<file path="src/rtl/nmr_echo_packer_pkg.sv">
// Shared definitions for the NMR echo packer: state encoding and default widths.
package nmr_pkg;
    localparam int ADC_DATA_WIDTH_DEF         = 16;
    localparam int SAMPLES_PER_ECHO_WIDTH_DEF = 32;
    localparam int ECHO_PER_SCAN_WIDTH_DEF    = 32;
    localparam int FIFO_ADDR_WIDTH_DEF        = 4;
    localparam int DROP_CNT_WIDTH_DEF         = 16;

    typedef enum logic [1:0] {
        ST_IDLE    = 2'd0,
        ST_CAPTURE = 2'd1,
        ST_FLUSH   = 2'd2,
        ST_DRAIN   = 2'd3
    } state_t;
endpackage

</file>
<file path="src/rtl/nmr_echo_packer_if.sv">
// ADC sample input and packed-word output handshake of the echo packer.
interface nmr_echo_packer_if import nmr_pkg::*; #(
    parameter int DW = ADC_DATA_WIDTH_DEF
) ();
    logic [DW-1:0]   ADC_OUT_DATA;
    logic            ADC_DATA_VALID;
    logic [2*DW-1:0] DOUT;
    logic            DOUT_VALID;
    logic            DOUT_READY;
    logic            DOUT_LAST;

    modport master (
        input  ADC_OUT_DATA, ADC_DATA_VALID, DOUT_READY,
        output DOUT, DOUT_VALID, DOUT_LAST
    );

    modport slave (
        output ADC_OUT_DATA, ADC_DATA_VALID, DOUT_READY,
        input  DOUT, DOUT_VALID, DOUT_LAST
    );
endinterface

</file>
<file path="src/rtl/nmr_echo_packer_fifo.sv">
// Single-clock first-word-fall-through FIFO; the head entry is visible while not empty.
module nmr_sync_fifo import nmr_pkg::*; #(
    parameter int DATA_WIDTH = 33,
    parameter int ADDR_WIDTH = FIFO_ADDR_WIDTH_DEF
) (
    input  logic                  i_clk,
    input  logic                  i_rst_n,
    input  logic                  i_wr_en,
    input  logic [DATA_WIDTH-1:0] i_wr_data,
    input  logic                  i_rd_en,
    output logic [DATA_WIDTH-1:0] o_rd_data,
    output logic                  o_full,
    output logic                  o_empty
);
    localparam int DEPTH = 1 << ADDR_WIDTH;

    logic [DATA_WIDTH-1:0] r_mem [DEPTH];
    logic [ADDR_WIDTH:0]   r_wr_ptr;
    logic [ADDR_WIDTH:0]   r_rd_ptr;
    logic                  w_do_wr;
    logic                  w_do_rd;

    assign o_empty   = (r_wr_ptr == r_rd_ptr);
    assign o_full    = (r_wr_ptr[ADDR_WIDTH] != r_rd_ptr[ADDR_WIDTH]) &&
                       (r_wr_ptr[ADDR_WIDTH-1:0] == r_rd_ptr[ADDR_WIDTH-1:0]);
    assign w_do_rd   = i_rd_en && !o_empty;
    // A read in the same cycle frees the slot, so a full FIFO can still take a write.
    assign w_do_wr   = i_wr_en && (!o_full || w_do_rd);
    assign o_rd_data = r_mem[r_rd_ptr[ADDR_WIDTH-1:0]];

    always_ff @(posedge i_clk or negedge i_rst_n) begin
        if (!i_rst_n) begin
            r_wr_ptr <= '0;
            r_rd_ptr <= '0;
        end else begin
            if (w_do_wr) r_wr_ptr <= r_wr_ptr + (ADDR_WIDTH+1)'(1);
            if (w_do_rd) r_rd_ptr <= r_rd_ptr + (ADDR_WIDTH+1)'(1);
        end
    end

    always_ff @(posedge i_clk) begin
        if (w_do_wr) r_mem[r_wr_ptr[ADDR_WIDTH-1:0]] <= i_wr_data;
    end
endmodule

</file>
<file path="src/rtl/nmr_echo_packer.sv">
// Packs ADC sample pairs into 32-bit words for one scan, tags the final word LAST.
// States: IDLE wait for START | CAPTURE pack samples | FLUSH write LAST word | DRAIN wait LAST handoff
module nmr_echo_packer import nmr_pkg::*; #(
    parameter int ADC_DATA_WIDTH         = ADC_DATA_WIDTH_DEF,
    parameter int SAMPLES_PER_ECHO_WIDTH = SAMPLES_PER_ECHO_WIDTH_DEF,
    parameter int ECHO_PER_SCAN_WIDTH    = ECHO_PER_SCAN_WIDTH_DEF,
    parameter int FIFO_ADDR_WIDTH        = FIFO_ADDR_WIDTH_DEF,
    parameter int DROP_CNT_WIDTH         = DROP_CNT_WIDTH_DEF
) (
    input  logic                              ADC_CLK,
    input  logic                              RESET_N,
    input  logic                              START,
    input  logic [SAMPLES_PER_ECHO_WIDTH-1:0] SAMPLES_PER_ECHO,
    input  logic [ECHO_PER_SCAN_WIDTH-1:0]    ECHO_PER_SCAN,
    nmr_echo_packer_if.master                 bus,
    output logic                              BUSY,
    output logic                              OVERFLOW,
    output logic [DROP_CNT_WIDTH-1:0]         DROP_CNT
);
    localparam int WW = 2 * ADC_DATA_WIDTH;

    state_t                            r_state;
    logic                              r_busy;
    logic [SAMPLES_PER_ECHO_WIDTH-1:0] r_spe;
    logic [ECHO_PER_SCAN_WIDTH-1:0]    r_eps;
    logic [SAMPLES_PER_ECHO_WIDTH-1:0] r_sidx;
    logic [ECHO_PER_SCAN_WIDTH-1:0]    r_eidx;
    logic                              r_half;
    logic [ADC_DATA_WIDTH-1:0]         r_low;
    logic [WW-1:0]                     r_pend;
    logic                              r_ovf;
    logic [DROP_CNT_WIDTH-1:0]         r_drop;

    logic          w_full;
    logic          w_empty;
    logic [WW:0]   w_fifo_q;
    logic          w_rd;
    logic          w_space;
    logic          w_sample;
    logic          w_end_echo;
    logic          w_final;
    logic          w_pair_wr;
    logic          w_flush_wr;
    logic          w_wr_en;
    logic [WW:0]   w_wr_data;

    assign w_rd       = !w_empty && bus.DOUT_READY;
    assign w_space    = !w_full || w_rd;
    assign w_sample   = (r_state == ST_CAPTURE) && bus.ADC_DATA_VALID;
    assign w_end_echo = (r_sidx == r_spe - SAMPLES_PER_ECHO_WIDTH'(1));
    assign w_final    = w_end_echo && (r_eidx == r_eps - ECHO_PER_SCAN_WIDTH'(1));
    assign w_pair_wr  = w_sample && r_half && !w_final;
    assign w_flush_wr = (r_state == ST_FLUSH) && w_space;
    assign w_wr_en    = (w_pair_wr && w_space) || w_flush_wr;
    assign w_wr_data  = (r_state == ST_FLUSH) ? {1'b1, r_pend}
                                              : {1'b0, bus.ADC_OUT_DATA, r_low};

    nmr_sync_fifo #(
        .DATA_WIDTH (WW + 1),
        .ADDR_WIDTH (FIFO_ADDR_WIDTH)
    ) u_fifo (
        .i_clk     (ADC_CLK),
        .i_rst_n   (RESET_N),
        .i_wr_en   (w_wr_en),
        .i_wr_data (w_wr_data),
        .i_rd_en   (bus.DOUT_READY),
        .o_rd_data (w_fifo_q),
        .o_full    (w_full),
        .o_empty   (w_empty)
    );

    assign bus.DOUT       = w_empty ? '0 : w_fifo_q[WW-1:0];
    assign bus.DOUT_VALID = !w_empty;
    assign bus.DOUT_LAST  = !w_empty && w_fifo_q[WW];
    assign BUSY           = r_busy;
    assign OVERFLOW       = r_ovf;
    assign DROP_CNT       = r_drop;

    always_ff @(posedge ADC_CLK or negedge RESET_N) begin
        if (!RESET_N) begin
            r_state <= ST_IDLE;
            r_busy  <= 1'b0;
            r_spe   <= '0;
            r_eps   <= '0;
            r_sidx  <= '0;
            r_eidx  <= '0;
            r_half  <= 1'b0;
            r_low   <= '0;
            r_pend  <= '0;
            r_ovf   <= 1'b0;
            r_drop  <= '0;
        end else begin
            case (r_state)
                ST_IDLE: begin
                    if (START && (SAMPLES_PER_ECHO != '0) && (ECHO_PER_SCAN != '0)) begin
                        r_spe   <= SAMPLES_PER_ECHO;
                        r_eps   <= ECHO_PER_SCAN;
                        r_sidx  <= '0;
                        r_eidx  <= '0;
                        r_half  <= 1'b0;
                        r_ovf   <= 1'b0;
                        r_drop  <= '0;
                        r_busy  <= 1'b1;
                        r_state <= ST_CAPTURE;
                    end
                end
                ST_CAPTURE: begin
                    if (w_sample) begin
                        if (w_final) begin
                            // An odd sample total leaves the upper half of the LAST word zero.
                            r_pend  <= r_half ? {bus.ADC_OUT_DATA, r_low}
                                              : {{ADC_DATA_WIDTH{1'b0}}, bus.ADC_OUT_DATA};
                            r_half  <= 1'b0;
                            r_state <= ST_FLUSH;
                        end else begin
                            if (!r_half) begin
                                r_low  <= bus.ADC_OUT_DATA;
                                r_half <= 1'b1;
                            end else begin
                                r_half <= 1'b0;
                                if (!w_space) begin
                                    r_ovf <= 1'b1;
                                    if (r_drop != '1) r_drop <= r_drop + DROP_CNT_WIDTH'(1);
                                end
                            end
                            if (w_end_echo) begin
                                r_sidx <= '0;
                                r_eidx <= r_eidx + ECHO_PER_SCAN_WIDTH'(1);
                            end else begin
                                r_sidx <= r_sidx + SAMPLES_PER_ECHO_WIDTH'(1);
                            end
                        end
                    end
                end
                ST_FLUSH: begin
                    if (w_space) begin
                        r_pend  <= '0;
                        r_state <= ST_DRAIN;
                    end
                end
                ST_DRAIN: begin
                    if (w_rd && bus.DOUT_LAST) begin
                        r_busy  <= 1'b0;
                        r_state <= ST_IDLE;
                    end
                end
                default: r_state <= ST_IDLE;
            endcase
        end
    end
endmodule
</file>
<file path="src/flat_wrapper.sv">
// flat-port wrapper written by rule: the top's interface ports become plain ports
module nmr_echo_packer_flat import nmr_pkg::*;
#(
    parameter int ADC_DATA_WIDTH         = ADC_DATA_WIDTH_DEF,
    parameter int SAMPLES_PER_ECHO_WIDTH = SAMPLES_PER_ECHO_WIDTH_DEF,
    parameter int ECHO_PER_SCAN_WIDTH    = ECHO_PER_SCAN_WIDTH_DEF,
    parameter int FIFO_ADDR_WIDTH        = FIFO_ADDR_WIDTH_DEF,
    parameter int DROP_CNT_WIDTH         = DROP_CNT_WIDTH_DEF
)
  (ADC_CLK, RESET_N, START, SAMPLES_PER_ECHO, ECHO_PER_SCAN, BUSY, OVERFLOW, DROP_CNT, bus_ADC_OUT_DATA, bus_ADC_DATA_VALID, bus_DOUT_READY, bus_DOUT, bus_DOUT_VALID, bus_DOUT_LAST);
  nmr_echo_packer_if bus_i ();
  input  logic ADC_CLK;
  input  logic RESET_N;
  input  logic START;
  input  logic [SAMPLES_PER_ECHO_WIDTH-1:0] SAMPLES_PER_ECHO;
  input  logic [ECHO_PER_SCAN_WIDTH-1:0] ECHO_PER_SCAN;
  output logic BUSY;
  output logic OVERFLOW;
  output logic [DROP_CNT_WIDTH-1:0] DROP_CNT;
  input wire logic [$bits(bus_i.ADC_OUT_DATA)-1:0] bus_ADC_OUT_DATA;
  input wire logic [$bits(bus_i.ADC_DATA_VALID)-1:0] bus_ADC_DATA_VALID;
  input wire logic [$bits(bus_i.DOUT_READY)-1:0] bus_DOUT_READY;
  output wire logic [$bits(bus_i.DOUT)-1:0] bus_DOUT;
  output wire logic [$bits(bus_i.DOUT_VALID)-1:0] bus_DOUT_VALID;
  output wire logic [$bits(bus_i.DOUT_LAST)-1:0] bus_DOUT_LAST;
  assign bus_i.ADC_OUT_DATA = bus_ADC_OUT_DATA;
  assign bus_i.ADC_DATA_VALID = bus_ADC_DATA_VALID;
  assign bus_i.DOUT_READY = bus_DOUT_READY;
  assign bus_DOUT = bus_i.DOUT;
  assign bus_DOUT_VALID = bus_i.DOUT_VALID;
  assign bus_DOUT_LAST = bus_i.DOUT_LAST;
  nmr_echo_packer #(.ADC_DATA_WIDTH(ADC_DATA_WIDTH), .SAMPLES_PER_ECHO_WIDTH(SAMPLES_PER_ECHO_WIDTH), .ECHO_PER_SCAN_WIDTH(ECHO_PER_SCAN_WIDTH), .FIFO_ADDR_WIDTH(FIFO_ADDR_WIDTH), .DROP_CNT_WIDTH(DROP_CNT_WIDTH)) u_core (.ADC_CLK(ADC_CLK), .RESET_N(RESET_N), .START(START), .SAMPLES_PER_ECHO(SAMPLES_PER_ECHO), .ECHO_PER_SCAN(ECHO_PER_SCAN), .bus(bus_i), .BUSY(BUSY), .OVERFLOW(OVERFLOW), .DROP_CNT(DROP_CNT));
endmodule
</file>
<file path="config.mk">
export PLATFORM = sky130hd
export DESIGN_NAME = nmr_echo_packer_flat
export DESIGN_NICKNAME = d
export VERILOG_FILES = /design/src/rtl/nmr_echo_packer_pkg.sv /design/src/rtl/nmr_echo_packer_if.sv /design/src/rtl/nmr_echo_packer_fifo.sv /design/src/rtl/nmr_echo_packer.sv /design/src/flat_wrapper.sv
export SDC_FILE = /design/constraint.sdc
export NUM_CORES = 1
export LEC_CHECK = 0
export BUFFER_PORTS_ARGS = -buffer_cell sky130_fd_sc_hd__buf_2
export CORE_AREA = 2 2 290 292
export DETAILED_ROUTE_END_ITERATION = 8
export DIE_AREA = 0 0 292 294
export GPL_TIMING_DRIVEN = 1
export PLACE_DENSITY = 0.57
export SYNTH_ARGS = -nofsm -noshare
export SYNTH_HDL_FRONTEND = slang
export SYNTH_SLANG_ARGS = --single-unit
export TNS_END_PERCENT = 10
</file>
<file path="constraint.sdc">
create_clock -name ADC_CLK -period 5.7 [get_ports ADC_CLK]
set_input_delay 1.14 -clock ADC_CLK [delete_from_list [all_inputs] [get_ports ADC_CLK]]
set_output_delay 1.14 -clock ADC_CLK [all_outputs]
set_load 0.05 [all_outputs]
</file>
== Yosys cells after proc, flatten, opt, wreduce, memory -nomap -nowiden ==
Memory sizes are Yosys's and may differ from the RTL's.
Index checks and enable logic that the tools add are counted.

* Muxes and demuxes: 44
* Add/subtract/negate cells: 7
* Equal/unequal tests: 19
* Reduce and logical (&&, ||, !) cells: 34
* Bitwise logic cells: 2

{| class="wikitable"
|+ Operators by type and width
! cell !! count
|-
| 2-to-1 mux 32 bit || 12
|-
| case mux 32 bit (2 select lines) || 3
|-
| 2-to-1 mux 16 bit || 6
|-
| adder 32 x 1 -> 32 bit (second input constant) || 2
|-
| equality test 32 bit || 2
|-
| nonzero test 32 bit || 2
|-
| subtractor 32 x 1 -> 32 bit (second input constant) || 2
|-
| 2-to-1 mux 33 bit || 1
|-
| case mux 16 bit (2 select lines) || 1
|-
| adder 16 x 1 -> 16 bit (second input constant) || 1
|-
| inequality test 16 bit (second input constant) || 1
|-
| inequality test 2 x 1 -> 1 bit (second input constant) || 7
|-
| logical AND 1 bit || 13
|-
| 2-to-1 mux 1 bit || 12
|-
| AND reduction 4 bit || 3
|-
| adder 5 x 1 -> 5 bit (second input constant) || 2
|-
| 2-to-1 mux 2 bit || 5
|-
| AND reduction 5 bit || 2
|-
| case mux 2 bit (4 select lines) || 1
|-
| AND reduction 7 bit || 1
|-
| inequality test 2 bit (second input constant) || 3
|-
| case mux 1 bit (2 select lines) || 3
|-
| AND reduction 3 bit || 2
|-
| AND reduction 6 bit || 1
|-
| 11 further kinds || 18
|}

* Register bits: 207
* Input bits: 85
* Logic and storage cells: 120
* Memories kept: 1
* RAM bits: 528

{| class="wikitable"
|+ Memories
! name !! depth !! bits a word !! rd ports !! clocked after Yosys merged registers in !! wr ports !! RTL line !! text
|-
| u_core.u_fifo.r_mem || 16 || 33 || 1 || 0 || 1 || nmr_echo_packer_fifo.sv:17 || <nowiki>logic [DATA_WIDTH-1:0] r_mem [DEPTH];</nowiki>
|}

== Longest topological paths before layout ==
Gate-level depths: netlist of the first run.

* Depth in word-level cells: 10
* Depth in mapped cells: 16
* Depth with buffers taken out: 12

== By module ==
From an unflattened synthesis of the first run, not the netlist that was laid out.

* Cell total of the unflattened synthesis: 2,158
* Area, all modules: 32,565.0 um2

{| class="wikitable"
|+ By module, submodules not included
! module !! cells each !! area each (um2) !! instances
|-
| nmr_sync_fifo || 877 || 20,384.6 || 1
|-
| nmr_echo_packer || 1,281 || 12,180.4 || 1
|}

== Worst setup path after synthesis of the first run ==
OpenSTA, ideal clock, no wires.

* Path kind: register -> register
* Start: reg u_core.r_spe[14]
* End: mem u_core.u_fifo.r_mem[3][0], enable pin
* Required time: 5.236 ns
* Stages on the path, launching flop included: 13
* Setup time: 0.464 ns
* Clock period less this slack: 6.247 ns
* Buffers on the path: 2
* Setup slack: -0.547 ns
* Arrival time: 5.783 ns
* Cell sequence: dfrtp_1 clkbuf_1 nor4_1 nand4_1 o31a_1 a31oi_1 a211oi_1 or4b_1 buf_2 nor3_2 o41ai_1 nand2_1 nor3_1

* Word-level cells in the longest chain between the ends: 10

{| class="wikitable"
|+ Ends and longest elaborated chain
! item !! RTL line !! text
|-
| start: declaration || nmr_echo_packer.sv:24 || <nowiki>logic [SAMPLES_PER_ECHO_WIDTH-1:0] r_spe;</nowiki>
|-
| start signal: assignment || nmr_echo_packer.sv:83 || <nowiki>r_spe <= '0;</nowiki>
|-
| start signal: assignment || nmr_echo_packer.sv:96 || <nowiki>r_spe <= SAMPLES_PER_ECHO;</nowiki>
|-
| subtractor 32 x 1 -> 32 bit || nmr_echo_packer.sv:50 || <nowiki>assign w_end_echo = (r_sidx == r_spe - SAMPLES_PER_ECHO_WIDTH'(1));</nowiki>
|-
| equality test 32 bit || nmr_echo_packer.sv:50 ||
|-
| logical AND 1 bit || nmr_echo_packer.sv:51 || <nowiki>assign w_final = w_end_echo && (r_eidx == r_eps - ECHO_PER_SCAN_WIDTH'(1));</nowiki>
|-
| zero test 1 bit || nmr_echo_packer.sv:52 || <nowiki>assign w_pair_wr = w_sample && r_half && !w_final;</nowiki>
|-
| logical AND 1 bit || nmr_echo_packer.sv:52 ||
|-
| logical AND 1 bit || nmr_echo_packer.sv:54 || <nowiki>assign w_wr_en = (w_pair_wr && w_space) || w_flush_wr;</nowiki>
|-
| logical OR 1 bit || nmr_echo_packer.sv:54 ||
|-
| logical AND 1 bit || nmr_echo_packer_fifo.sv:28 || <nowiki>assign w_do_wr = i_wr_en && (!o_full || w_do_rd);</nowiki>
|-
| 2-to-1 mux 1 bit || nmr_echo_packer_fifo.sv:42 || <nowiki>if (w_do_wr) r_mem[r_wr_ptr[ADDR_WIDTH-1:0]] <= i_wr_data;</nowiki>
|-
| 2-to-1 mux 1 bit (not written as such) || nmr_echo_packer_fifo.sv:42 ||
|-
| end: declaration || nmr_echo_packer_fifo.sv:17 ||
|}

Every way passes these cells.

== Worst setup path after layout of the first run ==
* Start: reg u_core.r_spe[7]
* End: reg u_core.r_eidx[28]

* Word-level cells in the longest chain between the ends: 5
* Elaborated cells between the ends (all ways): 6
* Classes of those cells: add/sub (1); eq/ne (3); reduce/logical (2)

{| class="wikitable"
|+ Ends and longest elaborated chain
! item !! RTL line !! text
|-
| subtractor 32 x 1 -> 32 bit * || nmr_echo_packer.sv:50 ||
|-
| equality test 32 bit * || nmr_echo_packer.sv:50 ||
|-
| logical AND 1 bit || nmr_echo_packer.sv:51 ||
|-
| inequality test 2 bit (no source line) || - ||
|-
| AND reduction 5 bit (no source line) * || - ||
|-
| end signal: assignment || nmr_echo_packer.sv:128 || <nowiki>r_eidx <= r_eidx + ECHO_PER_SCAN_WIDTH'(1);</nowiki>
|-
| end: declaration || nmr_echo_packer.sv:27 || <nowiki>logic [ECHO_PER_SCAN_WIDTH-1:0] r_eidx;</nowiki>
|}

Every way passes the cells marked *; elsewhere a longest branch is shown, timed or not.
A chain may end at the register's enable or synchronous reset.

==> impl_results.md, run 1 <==
- Gp weighted congestion: 0.885
- Failing checks: capacitance limit, slew limit
- Die extent in y: 294 um
- Final hold violation count: 0
- Max-cap viol count: 1
- VDD IR-drop max: 242 uV
- Netlist cell types: 73
- CTS Sinks: 735
- Met3 WL post-DR: 4.30 mm
- Fin crit share: 0.988
- Final ANT Viol Nets: 0
- Fin util: 0.456
- Area of the mapped netlist: 32800 um2
- Fraction of registers with async set/reset: 0.282
- Hold slack: 0.488 ns
- Seq. cell area: 21000 um2
- Die area: 85800 um2
- Drt initial violations: 1667
- Worst EP required: 6.22 ns
- Setup slack at placement: 0.285 ns
- Status: finished with violations
- Via count: 19700
- CTS-repair resized insts: 0
- Area occupied by multi-input gates: 11400 um2
- Clock Path Buffers: 3
- Routed WL per cell: 24.5 um
- Net Count, Synth: 2212
- Post-CTS Setup Inserts: 0
- CTS Hold Bufs: 0
- CP Class: reg2reg
- Max Fanout on Critical Path: 14
- Later-pin clock latency in the skew report: 0.63 ns
- EDFF count, synth: 528
- Register area share after synthesis: 0.641
- Core ar.: 82900 um2
- Worst hold path type: reg2reg
- CTS tree: built
- Pwr/cell area: 433 nW/um2
- FMAX: 178 MHz
- Share of post-route cells with drive strength above 1: 0.278
- FP Rows: 106
- Mapped Avg Cell Area: 15.5 um2
- First-pass GRT wire length: 127 mm
- Setup violators final: 0
- P_leak: 13.4 nW
- Area leader, netlist: edfxtp_1
- Total wire length: 84.0 mm
- Grt ovf: 0
- Depth of the CTS H-tree: 3
- Metal2 WL: 40.3 mm
- RSZ-0062 raised after global routing: no
- CP startpoint kind: flip-flop
- Starting Density: 0.396
- # diodes: 0
- Num ports: 137
- Final worst setup slack: 0.0670 ns
- Cells after Synth: 2113
- CTS clk-pin slew, worst paths: 0.06 ns
- Initial antenna violation count: 3
- Critical path capture point type: flip-flop
- CTS Buf Count: 81
- Post-layout min period: 5.63 ns
- Post-synth top area share: 0.483
- # fillers: 7143
- M1 wire length: 37.5 mm
- Setup TNS: 0 ns
- Worst slew margin: -0.0212
- Warnings from Yosys: 0
- Die X: 292 um
- Top routing layer used: met5
- Number of synthesized register bits: 735
- Slew Limit Fails: 3
- Detail-routed via count per cell: 5.74
- GRT Resource Usage Total: 0.197
- Largest cells by area after synthesis: edfxtp_1, dfrtp_1, mux4_2
- Port bufs: 136
- Synth Flop Type: edfxtp_1
- Worst EP arrival: 6.15 ns
- Clock root buffer: clkbuf_16
- Tightest Pin Transition: 1.52 ns
- Vias in the first global route: 20000
- Total power: 16.4 mW
- Largest net degree at the start of global routing: 111
- Post-route DRC: 0
- Final setup skew: 0.0379 ns
- Dpl hpwl: 52.8 mm
- # nets final: 2379
- Drt pass-1 iters: 7
- Post-synthesis to final-layout area growth: 15.2%
-- sequential cells by signal, indices dropped and copies added, names as in the netlist, 16 cells and up --
name / flops
u_core.DROP_CNT: 16
u_core.r_eidx: 32
u_core.r_eps: 32
u_core.r_low: 16
u_core.r_pend: 32
u_core.r_sidx: 32
u_core.r_spe: 32
u_core.u_fifo.r_mem: 528
-- worst max-delay path, cell delays in order (launching register included) --
cell       delay (ns)
dfrtp_1          0.47
nor4_2           0.69
nand4_1          0.42
nor3_1           0.32
a31oi_1          0.17
nor4_1           1.27
o2111ai_2        0.57
a21oi_1          1.10
a311oi_1         0.25
a41o_1           0.27
-- layout make-up --
class,count,share of cell area
Timing Repair Buffer,192,0.0310
Inverter,36,0.00357
Tap cell,1080,0.0357
Sequential cell,735,0.557
Clock buffer,100,0.0555
Multi-Input combinational cell,1234,0.300
Clock inverter,51,0.0170
-- routing by layer --
layer	vias to the layer above	GRT usage
met5	-	0
met4	2	0.0495
met3	122	0.0310
met2	577	0.322
met1	10200	0.275
li1	8763	-
-- logic make-up (layout without fill, tap and decap cells) --
| logic type | Yosys count | in the layout | synth area share |
|---|---|---|---|
| XOR/XNOR | 104 | 104 | 0.0278 |
| AND/OR/NAND/NOR | 560 | 560 | 0.0957 |
| adder cells (fa/ha/maj) | 14 | 14 | 0.00534 |
| AO/OA/AOI/OAI | 258 | 258 | 0.0548 |
| multiplexers | 298 | 298 | 0.158 |
| buffers and inverters | 144 | 379 | 0.0175 |
| flip-flops | 735 | 735 | 0.641 |
-- worst paths after layout --
| kind | from | cells past startpoint | to | slack (ns) |
|---|---|---|---|---|
| min in group asynchronous | RESET_N | 1 | u_core.r_eps[26] | 0.56 |
| max in group asynchronous | RESET_N | 2 | u_core.u_fifo.r_rd_ptr[0] | 3.95 |
| worst max register to register | u_core.r_spe[7] | 9 | u_core.r_eidx[28] | 0.07 |
| worst min register to register | u_core.r_pend[8] | 1 | u_core.r_pend[8] | 0.49 |
| worst max-delay path | u_core.r_spe[7] | 9 | u_core.r_eidx[28] | 0.07 |
| worst min-delay path | u_core.r_pend[8] | 1 | u_core.r_pend[8] | 0.49 |
-- Yosys cell counts, drive strengths merged (22+ instances only) --
master,n
edfxtp,528
dfrtp,207
mux4,165
mux2,111
nand2,94
nor2,82
clkbuf,79
xnor2,73
o21ai,54
nor3,50
nor4,48
a21oi,47
nand4,45
nand3,41
nor2b,41
inv,36
or3,32
xor2,31
and3,29
buf,29
o31ai,25
or4,25
mux2i,22
-- power breakdown --
group	switching (mW)	internal, mW	total (mW)
registers	0.316	6.13	6.45
logic	2.74	1.83	4.56
clock network	2.19	3.15	5.35
-- through the flow --
step           cell area [um2]  std cells
2_1_floorplan            32800       2113
3_3_place_gp             35100       3277
3_5_place_dp             35100       3277
4_1_cts                  37800       3428
5_1_grt                  37800       3428
6_report                 37800       3428
-- cells in the final DEF, fill, tap and decap left out, types with 9 or more instances in the layout --
| cell type | count |
|---|---|
| xor2_1 | 31 |
| nor4_1 | 43 |
| mux2i_1 | 22 |
| mux4_2 | 165 |
| buf_2 | 135 |
| nor2_1 | 70 |
| o2bb2ai_1 | 17 |
| a21oi_1 | 45 |
| or3_1 | 32 |
| nor2b_1 | 40 |
| nand2b_1 | 13 |
| clkbuf_16 | 81 |
| nand2_1 | 94 |
| a211oi_1 | 15 |
| o21ai_0 | 53 |
| nand4_1 | 45 |
| bufinv_16 | 11 |
| a31oi_1 | 9 |
| xnor2_1 | 73 |
| clkbuf_1 | 19 |
| clkinv_2 | 19 |
| dfrtp_1 | 203 |
| and3_1 | 28 |
| inv_1 | 35 |
| nor2_4 | 11 |
| o31ai_1 | 25 |
| nand3_1 | 41 |
| nor3_1 | 43 |
| and4_1 | 12 |
| ha_1 | 13 |
| or4_1 | 24 |
| buf_4 | 51 |
| a22o_1 | 19 |
| edfxtp_1 | 528 |
| mux2_2 | 111 |
No activity file was read; power rests on OpenSTA's default activity.
==> inputs of run 2 (changes only) <==
Settings changed: CORE_AREA 2 2 290 292 to 2 2 248 250, DIE_AREA 0 0 292 294 to 0 0 250 252, PLACE_DENSITY 0.57 to 0.75.
==> run 2 against run 1 <==
The run now ends clean. Critical path depth up 4. First-iteration DRC count up 23%. Design area down 1.7%. Non-clock buffer count up 3. Hold slack better by 0.0053 ns. Power down 2.8%. Sequential power about the same. Highest routed layer unchanged.
==> impl_results.md, run 2 (synthesis results as in run 1) <==
- Num ports: 137 (unchanged)
- DP Cell Count: 2982 (-9.0%)
- Final ANT Viol Nets: 0 (unchanged)
- Critical path capture point type: flip-flop
- Clock Path Buffers: 3 (unchanged)
- Largest net degree at the start of global routing: 110 (-0.90%)
- Drt pass-1 iters: 5 (-2)
- Slew Limit Fails: 0 (-3)
- Fin crit share: 0.886 (-0.102)
- Status: completed
- CP Class: reg2reg
- Share of post-route cells with drive strength above 1: 0.272 (-0.00527)
- CTS clk-pin slew, worst paths: 0.06 ns (about the same)
- RSZ-0062 raised after global routing: no
- Total power: 15.9 mW (-2.8%)
- Final hold violation count: 0 (unchanged)
- CTS tree: built
- Gp weighted congestion: 0.884 (about the same)
- Fin util: 0.618 (+0.162)
- Max-cap viol count: 0 (-1)
- P_leak: 13.3 nW (-0.96%)
- Fin cells: 3113 (-9.2%)
- Dpl hpwl: 51.7 mm (-2.2%)
- Detail-routed via count per cell: 6.51 (+13%)
- Crit-path leading delay family: simple AND/OR/NAND/NOR gates
- Vias in the first global route: 20300 (+1.4%)
- Worst EP arrival: 5.36 ns (-0.79 ns)
- Met3 WL post-DR: 6.50 mm (+51%)
- Worst hold path type: reg2reg
- CTS Hold Bufs: 0 (unchanged)
- Pwr/cell area: 428 nW/um2 (-1.1%)
- Crit-path slowest cell: o41ai_1
- GRT Resource Usage Total: 0.263 (+0.0666)
- Initial antenna violation count: 2 (-1)
- Top routing layer used: met5
- Later-pin clock latency in the skew report: 0.64 ns (about the same)
- Commonest non-fill, non-tap cell in the layout: edfxtp_1
- Seq. cell area: 21000 um2 (unchanged)
- Max Fanout on Critical Path: 22 (+8)
- CTS-repair resized insts: 0 (unchanged)
- Final setup skew: 0.0324 ns (-0.00554 ns)
- CP startpoint kind: flip-flop
- Drt initial violations: 2049 (+23%)
- Post-layout min period: 5.05 ns (-0.583 ns)
- Depth of the CTS H-tree: 3 (unchanged)
- # diodes: 0 (unchanged)
- Die extent in y: 252 um (-14%)
- Die area: 63000 um2 (-27%)
- Worst EP required: 6.01 ns (-0.21 ns)
- Routed WL per cell: 26.3 um (+7.4%)
- CTS Buf Count: 72 (-11%)
- Die X: 250 um (-14%)
- Post-CTS Setup Inserts: 0 (unchanged)
- Tightest Pin Transition: 1.12 ns (-0.398 ns)
- Grt ovf: 0 (unchanged)
- CP bufs+invs: 2 (+2)
- FMAX: 198 MHz (+12%)
- Max FFs per register: 528 (unchanged)
- Final worst setup slack: 0.650 ns (+0.583 ns)
- CTS Sinks: 735 (unchanged)
- Metal2 WL: 40.4 mm (+0.35%)
- Setup slack at placement: 0.724 ns (+0.439 ns)
- Port bufs: 136 (unchanged)
- Setup TNS: 0 ns (unchanged)
- Worst slew margin: 0.253 (+0.274)
- Slowest stage delay, CP: 0.74 ns (-0.53 ns)
- # fillers: 4307 (-40%)
- M1 wire length: 32.4 mm (-14%)
- # nets final: 2373 (-0.25%)
- Clock root buffer: clkbuf_16
- Most frequent cells in the layout: edfxtp_1, dfrtp_1, mux4_2
- Total wire length: 82.0 mm (-2.5%)
- FP Rows: 90 (-15%)
- VDD IR-drop max: 296 uV (+23%)
- Via count: 20300 (+3.1%)
- Post-synthesis to final-layout area growth: 13.3%
- Area occupied by multi-input gates: 11400 um2 (unchanged)
- Cells along the critical path: inv_1, ha_1, nor3b_1, nand4_1, nor3_1, mux2i_1, o31a_1, or4_1, nor3_2, o41ai_1, nand2_1, nor2_4, buf_12
- Core ar.: 60100 um2 (-27%)
- Setup violators final: 0 (unchanged)
- Post-route DRC: 0 (unchanged)
- First-pass GRT wire length: 125 mm (-2.0%)
- Starting Density: 0.546 (+0.150)
==> run 2: final cells by class <==
| type | instances | share of cell area |
|---|---|---|
| Clock buffer | 101 | 0.0539 |
| Clock inverter | 30 | 0.0107 |
| Inverter | 36 | 0.00364 |
| Multi-Input combinational cell | 1234 | 0.305 |
| Sequential cell | 735 | 0.566 |
| Tap cell | 782 | 0.0263 |
| Timing Repair Buffer | 195 | 0.0339 |
==> run 2: routing by layer <==
metal | GRT usage | up-vias
li1 | - | 8706
met1 | 0.355 | 10300
met2 | 0.439 | 1017
met3 | 0.0463 | 185
met4 | 0.0857 | 4
met5 | 0 | -
==> run 2: power by group <==
part	switching, mW	leakage, nW	internal, mW
Combinational	2.83	4.68	1.83
Clock	2.05	1.16	2.76
Sequential	0.307	7.48	6.13
==> run 2: worst reg2reg max path: stages, from the launching register on <==
cell     delay (ns)
dfrtp_1        0.43
inv_1          0.10
ha_1           0.25
nor3b_1        0.47
nand4_1        0.30
nor3_1         0.33
mux2i_1        0.24
o31a_1         0.17
or4_1          0.26
nor3_2         0.13
o41ai_1        0.74
nand2_1        0.42
nor2_4         0.59
buf_12         0.28
==> run 2: path summary, 6_finish.rpt <==
kind	startpoint	end	slack [ns]	cells past startpoint
worst max-delay path	u_core.r_eps[0]	u_core.u_fifo.r_mem[6][31]	0.65	13
worst min-delay path	u_core.r_pend[15]	u_core.r_pend[15]	0.49	1
worst max register to register	u_core.r_eps[0]	u_core.u_fifo.r_mem[6][31]	0.65	13
worst min register to register	u_core.r_pend[15]	u_core.r_pend[15]	0.49	1
max in group asynchronous	RESET_N	u_core.u_fifo.r_rd_ptr[1]	4.03	2
min in group asynchronous	RESET_N	u_core.r_eps[31]	0.51	1
==> run 2: stage by stage <==
step | hold WS (ns) | instance area [um2]
after floorplan | 0.451 | 32800
after global placement | 0.466 | 34800
after detailed placement | 0.472 | 34800
after CTS | 0.490 | 37200
after global routing | 0.498 | 37200
final | 0.493 | 37200
==> inputs of run 3 (changes only) <==
Settings changed: CELL_PAD_IN_SITES_DETAIL_PLACEMENT set to 1, CELL_PAD_IN_SITES_GLOBAL_PLACEMENT set to 1, CORE_AREA 2 2 248 250 to 2 2 265 267, DIE_AREA 0 0 250 252 to 0 0 267 269, PLACE_DENSITY 0.75 to 0.76, REMOVE_ABC_BUFFERS set to 1.
Clock period 5.7 ns to 4.13 ns, I/O delays scaled along.
==> run 3 against run 2 <==
The flow now finishes with violations (setup timing). Setup slack got worse by 0.84 ns. Clock power rose by 49%. Non-clock buffer count rose by 160. First-iteration DRC count fell by 25%. Design area rose by 6.7%. Register-to-register slack got worse by 0.84 ns. Critical path depth did not move. Largest power group unchanged.
==> impl_results.md, run 3 (synthesis results as in run 1) <==
- # nets final: 2540 (+7.0%)
- Fin cells: 3448 (+11%)
- CTS Buf Count: 79 (+9.7%)
- Max-cap viol count: 0 (unchanged)
- Worst EP required: 4.51 ns (-1.50 ns)
- Commonest non-fill, non-tap cell in the layout: edfxtp_1
- Total power: 22.9 mW (+44%)
- Vias in the first global route: 23300 (+14%)
- # fillers: 6496 (+51%)
- Post-layout min period: 4.32 ns (-0.733 ns)
- P_leak: 14.4 nW (+8.2%)
- Reg2reg setup slack: -0.19 ns (-0.84 ns)
- Total wire length: 99.6 mm (+22%)
- Cells along the critical path: or4_4, nor4_4, nand4_1, a221o_1, or4_4, or4b_4, nor3_4, o41ai_2, buf_4, buf_4, nand4_1, inv_2, buf_12
- Clk pwr share: 0.313 (+0.011)
- Final setup skew: 0.0185 ns (-0.0138 ns)
- Detail-routed via count per cell: 6.21 (-4.5%)
- Drt initial violations: 1545 (-25%)
- CTS tree: built
- Die area: 71800 um2 (+14%)
- Internal: 15.2 mW (+42%)
- Initial antenna violation count: 1 (-1)
- Critical path capture point type: flip-flop
- Max Fanout on Critical Path: 14 (-36%)
- Net switching power: 7.67 mW (+48%)
- Failing checks: setup timing
- Largest net degree at the start of global routing: 95 (-14%)
- Post-synthesis to final-layout area growth: 20.8%
- Die X: 267 um (+6.8%)
- Worst EP arrival: 4.70 ns (-0.66 ns)
- Depth of the CTS H-tree: 3 (unchanged)
- Drt pass-1 iters: 5 (unchanged)
- Slew Limit Fails: 0 (unchanged)
- Final worst setup slack: -0.187 ns (-0.837 ns)
- Share of post-route cells with drive strength above 1: 0.345 (+0.0726)
- Hold slack: 0.219 ns (-0.274 ns)
- Core ar.: 69300 um2 (+15%)
- Crit-path leading delay family: simple AND/OR/NAND/NOR gates
- Clock Path Buffers: 3 (unchanged)
- Worst hold path type: in2async
- Tightest Pin Transition: 0.886 ns (-0.234 ns)
- Setup violators final: 557 (+557)
- DP Cell Count: 3280 (+10%)
- FMAX: 232 MHz (+17%)
- CTS clk-pin slew, worst paths: 0.06 ns (about the same)
- Combinational power share: 0.303 (+0.010)
- Setup TNS: -58.25 ns (-58.25 ns)
- Sequential power share: 0.384 (-0.021)
- Max FFs per register: 528 (unchanged)
- Routed WL per cell: 28.9 um (+9.7%)
- FP Rows: 97 (+7.8%)
- First-pass GRT wire length: 149 mm (+19%)
- Pwr/cell area: 577 nW/um2 (+35%)
- GRT Resource Usage Total: 0.280 (+0.0169)
- Status: finished with violations
- RSZ-0062 raised after global routing: yes
- Final hold violation count: 0 (unchanged)
- CP Class: reg2reg
- CP bufs+invs: 4 (+2)
- Later-pin clock latency in the skew report: 0.64 ns (about the same)
- Fin crit share: 1.05 (+0.159)
- Gp weighted congestion: 0.878 (-0.78%)
- Die extent in y: 269 um (+6.7%)
- Final ANT Viol Nets: 0 (unchanged)
- CP startpoint kind: flip-flop
- Dpl hpwl: 62.4 mm (+21%)
- Port bufs: 136 (unchanged)
- Sw Ratio: 0.335 (+0.00942)
- Crit-path slowest cell: or4_4
- CTS Sinks: 735 (unchanged)
- Num ports: 137 (unchanged)
- Worst slew margin: 0.410 (+0.156)
- Clock root buffer: clkbuf_16
- CTS Hold Bufs: 0 (unchanged)
- Slowest stage delay, CP: 0.56 ns (-0.18 ns)
- Starting Density: 0.474 (-0.0722)
- VDD IR-drop max: 444 uV (+50%)
- Most frequent cells in the layout: edfxtp_1, dfrtp_1, mux4_2
- Grt ovf: 0 (unchanged)
- Via count: 21400 (+5.7%)
- Post-route DRC: 0 (unchanged)
==> run 3: cell types whose count changed in the layout (fill, tap and decap cells not counted), sizes merged <==
cell	before	now
clkinv	21	30
inv	37	40
diode	0	1
bufinv	6	7
clkinvlp	2	5
buf	195	353
clkbuf	101	103
==> run 3: path summary, 6_finish.rpt <==
path,start,to,depth (start not counted)
worst max-delay path,u_core.r_spe[9],u_core.u_fifo.r_mem[15][4],13
worst min-delay path,RESET_N,u_core.r_spe[21],1
worst max register to register,u_core.r_spe[9],u_core.u_fifo.r_mem[15][4],13
worst min register to register,u_core.r_pend[14],u_core.r_pend[14],1
max in group asynchronous,RESET_N,u_core.r_eps[4],2
min in group ADC_CLK,ECHO_PER_SCAN[1],u_core.r_eps[1],3
==> run 3: cell type report <==
class                   count  area [um2]  share of cell area
well taps                 940        1180              0.0297
diodes                      1        2.50           0.0000631
clock buffers             101        2080              0.0525
inverters                  36         135             0.00341
repair buffers            355        2990              0.0754
flip-flops and latches    735       21000               0.531
multi-input cells        1234       11700               0.296
clock inverters            46         484              0.0122
==> run 3: power groups by stage <==
stage	combinational (mW)	sequential (mW)	clock [mW]
after floorplan	4.35	9.34	0
after global placement	6.64	8.85	0
after detailed placement	6.84	8.90	0
after CTS	6.99	8.77	7.24
after global routing	7.30	8.81	7.49
final	6.94	8.78	7.15
==> run 3: what timing repair did <==
item / CTS / global route
cloned: 4 / 2
setup endpoints to repair: 629 / 630
resized for setup: 61 / 61
buffers inserted: 10 / 4
pin swaps: 23 / 34
==> run 3: metrics by stage <==
step	utilization	setup slack, ns	instance area (um2)
2_1_floorplan	-	-5.40	32400
3_3_place_gp	0.524	-0.392	36300
3_5_place_dp	0.524	-0.447	36300
4_1_cts	0.567	-0.164	39300
5_1_grt	0.572	-0.306	39600
6_report	0.572	-0.187	39700
==> run 3: worst register-to-register path, cell delays in order, from the launching register on <==
cell and delay (ns):
dfrtp_1 0.37, or4_4 0.56, nor4_4 0.35, nand4_1 0.15, a221o_1 0.38, or4_4 0.52
or4b_4 0.56, nor3_4 0.26, o41ai_2 0.12, buf_4 0.21, buf_4 0.16, nand4_1 0.14
inv_2 0.10, buf_12 0.19
==> run 3: routing by layer <==
metal | global-route usage | wire length [um] | up-vias
li1 | - | - | 9080
met1 | 0.350 | 38900 | 11300
met2 | 0.494 | 51600 | 803
met3 | 0.0448 | 5850 | 197
met4 | 0.103 | 3230 | 2
met5 | 0 | 12 | -
